[src/rtl/window_stats_tracker_pkg.sv]
// Shared definitions for the window statistics stage: FSM state encoding and
// default widths matching the upstream 8-bit magnitude comparator.
package window_stats_tracker_pkg;

    localparam logic [1:0] IDLE  = 2'd0;
    localparam logic [1:0] ACCUM = 2'd1;
    localparam logic [1:0] HOLD  = 2'd2;

    localparam int WIDTH_DEF = 8;
    localparam int CNT_W_DEF = 8;

endpackage

[src/rtl/window_stats_tracker_cmp8.sv]
// Unsigned magnitude comparator (the Comparator8 block) giving one-hot GT/LT/EQ
// flags for a against b.
module window_stats_tracker_cmp8
    import window_stats_tracker_pkg::*;
#(
    parameter int WIDTH = WIDTH_DEF
) (
    input  logic [WIDTH-1:0] a,
    input  logic [WIDTH-1:0] b,
    output logic             gt,
    output logic             lt,
    output logic             eq
);

    assign gt = (a > b);
    assign lt = (a < b);
    assign eq = (a == b);

endmodule

[src/rtl/window_stats_tracker.sv]
// Groups an unsigned sample stream into windows of WINDOW samples and publishes
// max, min and rise/fall/same trend counts per window over valid/ready.
module window_stats_tracker
    import window_stats_tracker_pkg::*;
#(
    parameter int WIDTH  = WIDTH_DEF,
    parameter int WINDOW = 8,
    parameter int CNT_W  = CNT_W_DEF
) (
    input  logic             clk,
    input  logic             rst,
    input  logic             clear,
    input  logic             in_valid,
    output logic             in_ready,
    input  logic [WIDTH-1:0] in_data,
    output logic             res_valid,
    input  logic             res_ready,
    output logic [WIDTH-1:0] res_max,
    output logic [WIDTH-1:0] res_min,
    output logic [CNT_W-1:0] res_rise,
    output logic [CNT_W-1:0] res_fall,
    output logic [CNT_W-1:0] res_same
);

    localparam logic [CNT_W-1:0] LAST = CNT_W'(WINDOW - 1);

    logic [1:0]       state;
    logic [WIDTH-1:0] max_q, min_q, prev_q;
    logic [CNT_W-1:0] cnt, rise, fall, same;

    logic gt_prev, lt_prev, eq_prev;
    logic gt_max, lt_max, eq_max;
    logic gt_min, lt_min, eq_min;
    logic unused_flags;

    logic             accept;
    logic [WIDTH-1:0] next_max, next_min;
    logic [CNT_W-1:0] next_rise, next_fall, next_same;

    window_stats_tracker_cmp8 #(.WIDTH(WIDTH)) u_cmp_prev (
        .a(in_data), .b(prev_q), .gt(gt_prev), .lt(lt_prev), .eq(eq_prev)
    );
    window_stats_tracker_cmp8 #(.WIDTH(WIDTH)) u_cmp_max (
        .a(in_data), .b(max_q), .gt(gt_max), .lt(lt_max), .eq(eq_max)
    );
    window_stats_tracker_cmp8 #(.WIDTH(WIDTH)) u_cmp_min (
        .a(in_data), .b(min_q), .gt(gt_min), .lt(lt_min), .eq(eq_min)
    );

    // Only GT against max and LT against min matter; ties keep the extreme.
    assign unused_flags = ^{lt_max, eq_max, gt_min, eq_min};

    // in_ready is registered, so a clear in the same cycle must drop the sample here.
    assign accept    = in_valid & in_ready & ~clear;
    assign next_max  = gt_max ? in_data : max_q;
    assign next_min  = lt_min ? in_data : min_q;
    assign next_rise = rise + CNT_W'(gt_prev);
    assign next_fall = fall + CNT_W'(lt_prev);
    assign next_same = same + CNT_W'(eq_prev);

    always_ff @(posedge clk or posedge rst) begin
        if (rst) begin
            state     <= IDLE;
            in_ready  <= 1'b0;
            res_valid <= 1'b0;
            max_q     <= '0;
            min_q     <= '0;
            prev_q    <= '0;
            cnt       <= '0;
            rise      <= '0;
            fall      <= '0;
            same      <= '0;
            res_max   <= '0;
            res_min   <= '0;
            res_rise  <= '0;
            res_fall  <= '0;
            res_same  <= '0;
        end else if (clear) begin
            state     <= IDLE;
            in_ready  <= 1'b1;
            res_valid <= 1'b0;
            cnt       <= '0;
        end else begin
            case (state)
                IDLE: begin
                    in_ready <= 1'b1;
                    if (accept) begin
                        state  <= ACCUM;
                        max_q  <= in_data;
                        min_q  <= in_data;
                        prev_q <= in_data;
                        cnt    <= CNT_W'(1);
                        rise   <= '0;
                        fall   <= '0;
                        same   <= '0;
                    end
                end
                ACCUM: begin
                    if (accept) begin
                        if (cnt == LAST) begin
                            // Final sample lands directly in the result record.
                            res_max   <= next_max;
                            res_min   <= next_min;
                            res_rise  <= next_rise;
                            res_fall  <= next_fall;
                            res_same  <= next_same;
                            res_valid <= 1'b1;
                            in_ready  <= 1'b0;
                            cnt       <= '0;
                            state     <= HOLD;
                        end else begin
                            max_q  <= next_max;
                            min_q  <= next_min;
                            prev_q <= in_data;
                            rise   <= next_rise;
                            fall   <= next_fall;
                            same   <= next_same;
                            cnt    <= cnt + CNT_W'(1);
                        end
                    end
                end
                HOLD: begin
                    if (res_ready) begin
                        state     <= IDLE;
                        res_valid <= 1'b0;
                        in_ready  <= 1'b1;
                    end
                end
                default: begin
                    state     <= IDLE;
                    res_valid <= 1'b0;
                    in_ready  <= 1'b1;
                end
            endcase
        end
    end

endmodule
[config.mk]
export PLATFORM = sky130hd
export DESIGN_NAME = window_stats_tracker
export DESIGN_NICKNAME = d
export VERILOG_FILES = /design/src/rtl/window_stats_tracker_pkg.sv /design/src/rtl/window_stats_tracker_cmp8.sv /design/src/rtl/window_stats_tracker.sv
export SDC_FILE = /design/constraint.sdc
export NUM_CORES = 1
export LEC_CHECK = 0
export CAP_MARGIN = 10
export CORE_ASPECT_RATIO = 1.2
export CORE_MARGIN = 8
export CORE_UTILIZATION = 61
export CTS_CLUSTER_SIZE = 14
export DETAILED_ROUTE_END_ITERATION = 6
export PLACE_DENSITY = 0.89
export SLEW_MARGIN = 5
export SYNTH_ARGS = -nofsm -noshare
export SYNTH_HDL_FRONTEND = slang
export SYNTH_HIERARCHICAL = 1
export SYNTH_SLANG_ARGS = --single-unit
export TNS_END_PERCENT = 1
[constraint.sdc]
create_clock -name clk -period 7.2 [get_ports clk]
set_input_delay 1.44 -clock clk [delete_from_list [all_inputs] [get_ports clk]]
set_output_delay 1.44 -clock clk [all_outputs]
set_load 0.005 [all_outputs]
# Yosys cells after proc, flatten, opt, wreduce, memory -nomap -nowiden
# Index checks and enable logic that the tools add are counted.
dict set report word_totals {
  register_bits 100
  input_bits 13
  out_inout_bits 42
}
dict set report classes {
  add_sub_neg 4
  order_cmp 4
  eq_ne 12
  muxes 43
  bitwise 3
  reduce_logical 9
}
# op n
set ops {}
lappend ops {{two-way mux 8 bit} 20}
lappend ops {{case mux 8 bit (2 select lines)} 7}
lappend ops {{adder 8 x 1 -> 8 bit} 3}
lappend ops {{> comparator 8 bit} 2}
lappend ops {{less-than comparator 8 bit} 2}
lappend ops {{!= test 3 bit, second input constant} 4}
lappend ops {{AND reduction 4 bit} 3}
lappend ops {{two-way mux 2 bit} 5}
lappend ops {{adder 8 x 1 -> 8 bit, second input constant} 1}
lappend ops {{equality test 8 x 3 -> 1 bit, second input constant} 1}
lappend ops {{equality test 8 bit} 1}
lappend ops {{two-way mux 1 bit} 8}
lappend ops {{!= test 2 bit, second input constant} 4}
lappend ops {{case mux 2 bit (3 select lines)} 1}
lappend ops {{AND reduction 3 bit} 2}
lappend ops {{AND reduction 5 bit} 1}
lappend ops {{case mux 1 bit (3 select lines)} 1}
lappend ops {{nonzero test 3 bit} 1}
lappend ops {{bitwise AND 1 bit} 2}
lappend ops {{equality test 2 x 1 -> 1 bit, second input constant} 1}
lappend ops {{equality test 2 bit, second input constant} 1}
lappend ops {{logical NOT 2 bit} 1}
lappend ops {{case mux 1 bit (2 select lines)} 1}
lappend ops {{nonzero test 2 bit} 1}
lappend ops {{inverter 1 bit} 1}

# Longest topological paths before layout
dict set report depth {
  word_depth 5
  ltp_mapped 12
  mapped_depth_nobuf 12
}

# Modules after synthesis
# The synthesis kept the hierarchy.
# mod n_inst cells_per_inst area_per_inst_um2 seq_area_each_um2
set by_module_without_submodules {}
lappend by_module_without_submodules {window_stats_tracker 1 391 4516.8 2502.4}
lappend by_module_without_submodules {window_stats_tracker_cmp8 3 29 225.2 0.0}

# Worst setup path before layout
# OpenSTA, ideal clock, no wires.
dict set report synth_timing {
  path_kind {input-to-reg}
  from {in in_data[1]}
  to {reg max_q[0]}
  arrival_time_ns 3.385
  required_ns 7.075
  path_slack_ns 3.690
  cell_stages 9
  n_path_buf 1
  cell_sequence {ha_1 > nor2b_4 > o211ai_2 > a21oi_2 > o21ba_1 > clkbuf_1 > o2bb2ai_1 > a21oi_2 > mux2_2}
}
dict set report synth_via {
  elab_chain_cells 5
}
# item line_no
set synth_lines {}
lappend synth_lines {{from (decl)} window_stats_tracker.sv:15} ;# input logic [WIDTH-1:0] in_data,
lappend synth_lines {{> comparator 8 bit} window_stats_tracker_cmp8.sv:15} ;# assign gt = (a > b);
lappend synth_lines {{named net gt_max} window_stats_tracker.sv:32} ;# logic gt_max, lt_max, eq_max;
lappend synth_lines {{two-way mux 8 bit} window_stats_tracker.sv:55} ;# assign next_max = gt_max ? in_data : max_q;
lappend synth_lines {{two-way mux 8 bit} window_stats_tracker.sv:100} ;# if (cnt == LAST) begin
lappend synth_lines {{two-way mux 8 bit} window_stats_tracker.sv:99} ;# if (accept) begin
lappend synth_lines {{case mux 8 bit (2 select lines)} window_stats_tracker.sv:84} ;# case (state)
lappend synth_lines {{to (signal assigned)} window_stats_tracker.sv:89} ;# max_q <= in_data;
lappend synth_lines {{to (signal assigned)} window_stats_tracker.sv:112} ;# max_q <= next_max;
lappend synth_lines {{to (decl)} window_stats_tracker.sv:28} ;# logic [WIDTH-1:0] max_q, min_q, prev_q;
# The timed path passes the listed nets, and every way through them passes these cells. The select of a mux whose other input is x is not followed.
# A chain may end at the register's enable or synchronous reset.

# Worst setup path after layout
dict set report layout_timing {
  from {in in_data[1]}
  to {reg min_q[7]}
}
dict set report layout_via {
  elab_chain_cells 5
}
# item line_no
set layout_lines {}
lappend layout_lines {{less-than comparator 8 bit} window_stats_tracker_cmp8.sv:16} ;# assign lt = (a < b);
lappend layout_lines {{named net lt_min} window_stats_tracker.sv:33} ;# logic gt_min, lt_min, eq_min;
lappend layout_lines {{two-way mux 8 bit} window_stats_tracker.sv:56} ;# assign next_min = lt_min ? in_data : min_q;
lappend layout_lines {{two-way mux 8 bit} window_stats_tracker.sv:100}
lappend layout_lines {{two-way mux 8 bit} window_stats_tracker.sv:99}
lappend layout_lines {{case mux 8 bit (2 select lines)} window_stats_tracker.sv:84}
lappend layout_lines {{to (signal assigned)} window_stats_tracker.sv:90} ;# min_q <= in_data;
lappend layout_lines {{to (signal assigned)} window_stats_tracker.sv:113} ;# min_q <= next_min;
lappend layout_lines {{to (decl)} window_stats_tracker.sv:28}
# The timed path passes the listed nets, and every way through them passes these cells. The select of a mux whose other input is x is not followed.

==> flow_metrics.env <==
export IMPL_cts_root_buf="clkbuf_8"
export IMPL_tightest_slew_ns=0.9100
export IMPL_holdCritPathClass="reg2reg"
export IMPL_viasPerCell=5.812
export IMPL_clock_fmax_mhz=239.8
export IMPL_dieArea_sq_um=11690
export IMPL_diodes=0
export IMPL_hold_viol=0
export IMPL_r2r_end="min_q[7]$_DFFE_PP0P_"
export IMPL_finalSetupTns_ns=0
export IMPL_io_buffers=54
export IMPL_worstPathRequired_ns=7.46
export IMPL_cts_max_level=3
export IMPL_yosys_warnings=6
export IMPL_antenna_found_initial=0
export IMPL_status="finished clean"
export IMPL_syn_avg_cell_area_sq_um=10.90
export IMPL_wl_per_cell_um=16.86
export IMPL_cts_tree="built"
export IMPL_drive_gt1_share_pct=13.83
export IMPL_endpoint_kind="register"
export IMPL_dr_pass1_iters=5
export IMPL_start_util_pct=61.35
export IMPL_synth_cells=474
export IMPL_setup_viol=0
export IMPL_worst_skew_pair_late_latency_ns=0.36
export IMPL_holdPathEnd="res_max[3]$_DFFE_PP0P_"
export IMPL_rsz0062_at_grt="no"
export IMPL_num_vias=3749
export IMPL_fillers=636
export IMPL_final_nets=568
export IMPL_final_util_pct=70.79
export IMPL_core_sq_um=8426
export IMPL_wl_um=10880
export IMPL_synthesis_area_sq_um=5169
export IMPL_dr_first_iter_drc_count=209
export IMPL_cp_arrival_ns=4.43
export IMPL_cts_resized=0
export IMPL_ir_drop_v=0.0001333
export IMPL_grt_pass1_vias=3852
export IMPL_rows=37
export IMPL_postCtsHoldBufs=0
export IMPL_clock_path_buffers=2
export IMPL_power_mw=1.188
export IMPL_grt_util_all_layers_pct=19.50
export IMPL_skew_ns=0.01730
export IMPL_cellPowerDensity_nw_per_um2=199.1
export IMPL_reg2reg_from="min_q[1]$_DFFE_PP0P_"
export IMPL_hp_start="res_max[3]$_DFFE_PP0P_"
export IMPL_maxCapViolations=0
export IMPL_slew_viol_final=0
export IMPL_r2r_cells=9
export IMPL_ant_nets=0
export IMPL_critPathLaunchType="input pin"
export IMPL_overflow=0
export IMPL_rrSetupSlack_ns=4.38
export IMPL_clk_pin_slew_ns=0.10
export IMPL_grt_max_degree=72
export IMPL_die_x_um=100.0
export IMPL_syn_to_final_growth_pct=15.40
export IMPL_critical_path_class="in2reg"
export IMPL_cts_setup_buffers=0
export IMPL_die_h_um=116.8
export IMPL_grt_pass1_wl_um=18220
export IMPL_slew_limit_headroom_pct=39.11
export IMPL_cts_buffers=9
export IMPL_remaining_drc_errors=0
export IMPL_dpl_hpwl_um=7712
export IMPL_syn_nets=519
export IMPL_fin_crit_sh_pct=57.92
export IMPL_cts_sinks=100
export IMPL_finalCriticalPeriod_ns=4.170
export IMPL_boundaryPins=55
export IMPL_p_leak_nw=2.709
export IMPL_place_congestion=0.8019
export IMPL_hold_depth=2
export IMPL_crit_fanout=9
-- how the worst max path moves through the flow --
stage	start	end	cells past startpoint
2_1_floorplan	rst	cnt[0]$_DFFE_PP0P_	1
3_3_place_gp	in_data[1]	min_q[6]$_DFFE_PP0P_	9
3_5_place_dp	in_data[1]	min_q[7]$_DFFE_PP0P_	9
4_1_cts	in_data[1]	min_q[3]$_DFFE_PP0P_	9
5_1_grt	in_data[1]	min_q[4]$_DFFE_PP0P_	9
6_report	in_data[1]	min_q[7]$_DFFE_PP0P_	9
-- cell type report --
class | instances | area, sq um | area share [%]
clock buffer | 11 | 141.4 | 2.370
clock inverter | 5 | 36.28 | 0.6083
inverter | 25 | 96.34 | 1.615
multi-input combinational | 329 | 2471 | 41.43
sequential | 100 | 2502 | 41.96
tap | 117 | 146.4 | 2.454
timing repair buffer | 58 | 570.5 | 9.566
-- through the flow --
step / instances / instance area (sq um) / setup WS [ns] / hold WS, ns
2_1_floorplan: 474 / 5169 / 3.141 / 0.4712
3_3_place_gp: 628 / 5779 / 2.813 / 0.4618
3_5_place_dp: 628 / 5779 / 2.691 / 0.4691
4_1_cts: 644 / 5957 / 3.072 / 0.4914
5_1_grt: 645 / 5964 / 2.896 / 0.5092
6_report: 645 / 5964 / 3.030 / 0.4848
-- power breakdown --
part	switching [mW]	internal [mW]	total, mW	leakage, nW
Combinational	0.127	0.107	0.234	1.28
Sequential	0.0258	0.593	0.619	1.33
Clock	0.198	0.137	0.334	0.0937
-- cell usage in the layout (no fill, tap or decap), drive strengths merged, types with 3 or more instances in the layout --
master and n:
nand3 6, mux2 34, inv 26, nand2 50, dfrtp 100, nor2b 3, a31oi 16, clkbuf 11
buf 4, xnor2 13, ha 32, o21ai 45, mux2i 17, a22o 11, and3 5, a41oi 3
a21oi 30, nor2 14, clkinv 4, o211ai 4, nand2b 8, nand4 7, clkdlybuf4s50 54, xor2 7
-- per-layer routing --
| layer | vias up | routed length, um | GRT usage [%] |
|---|---|---|---|
| met1 | 1847 | 4749 | 24.55 |
| met2 | 100 | 5398 | 32.78 |
| met4 | 0 | 185 | 6.970 |
| met5 | - | 0 | 0 |
| li1 | 1784 | - | - |
| met3 | 18 | 543 | 3.846 |
-- critical path, cell delays in order --
cell and delay [ns]:
clkdlybuf4s50_1 0.67, ha_1 0.30, nor2b_4 0.13, o211ai_2 0.14
a21oi_2 0.07, nor2_1 0.70, o2bb2ai_1 0.15, a21oi_2 0.43
mux2_2 0.39
Power figures use the tool's default switching activity.
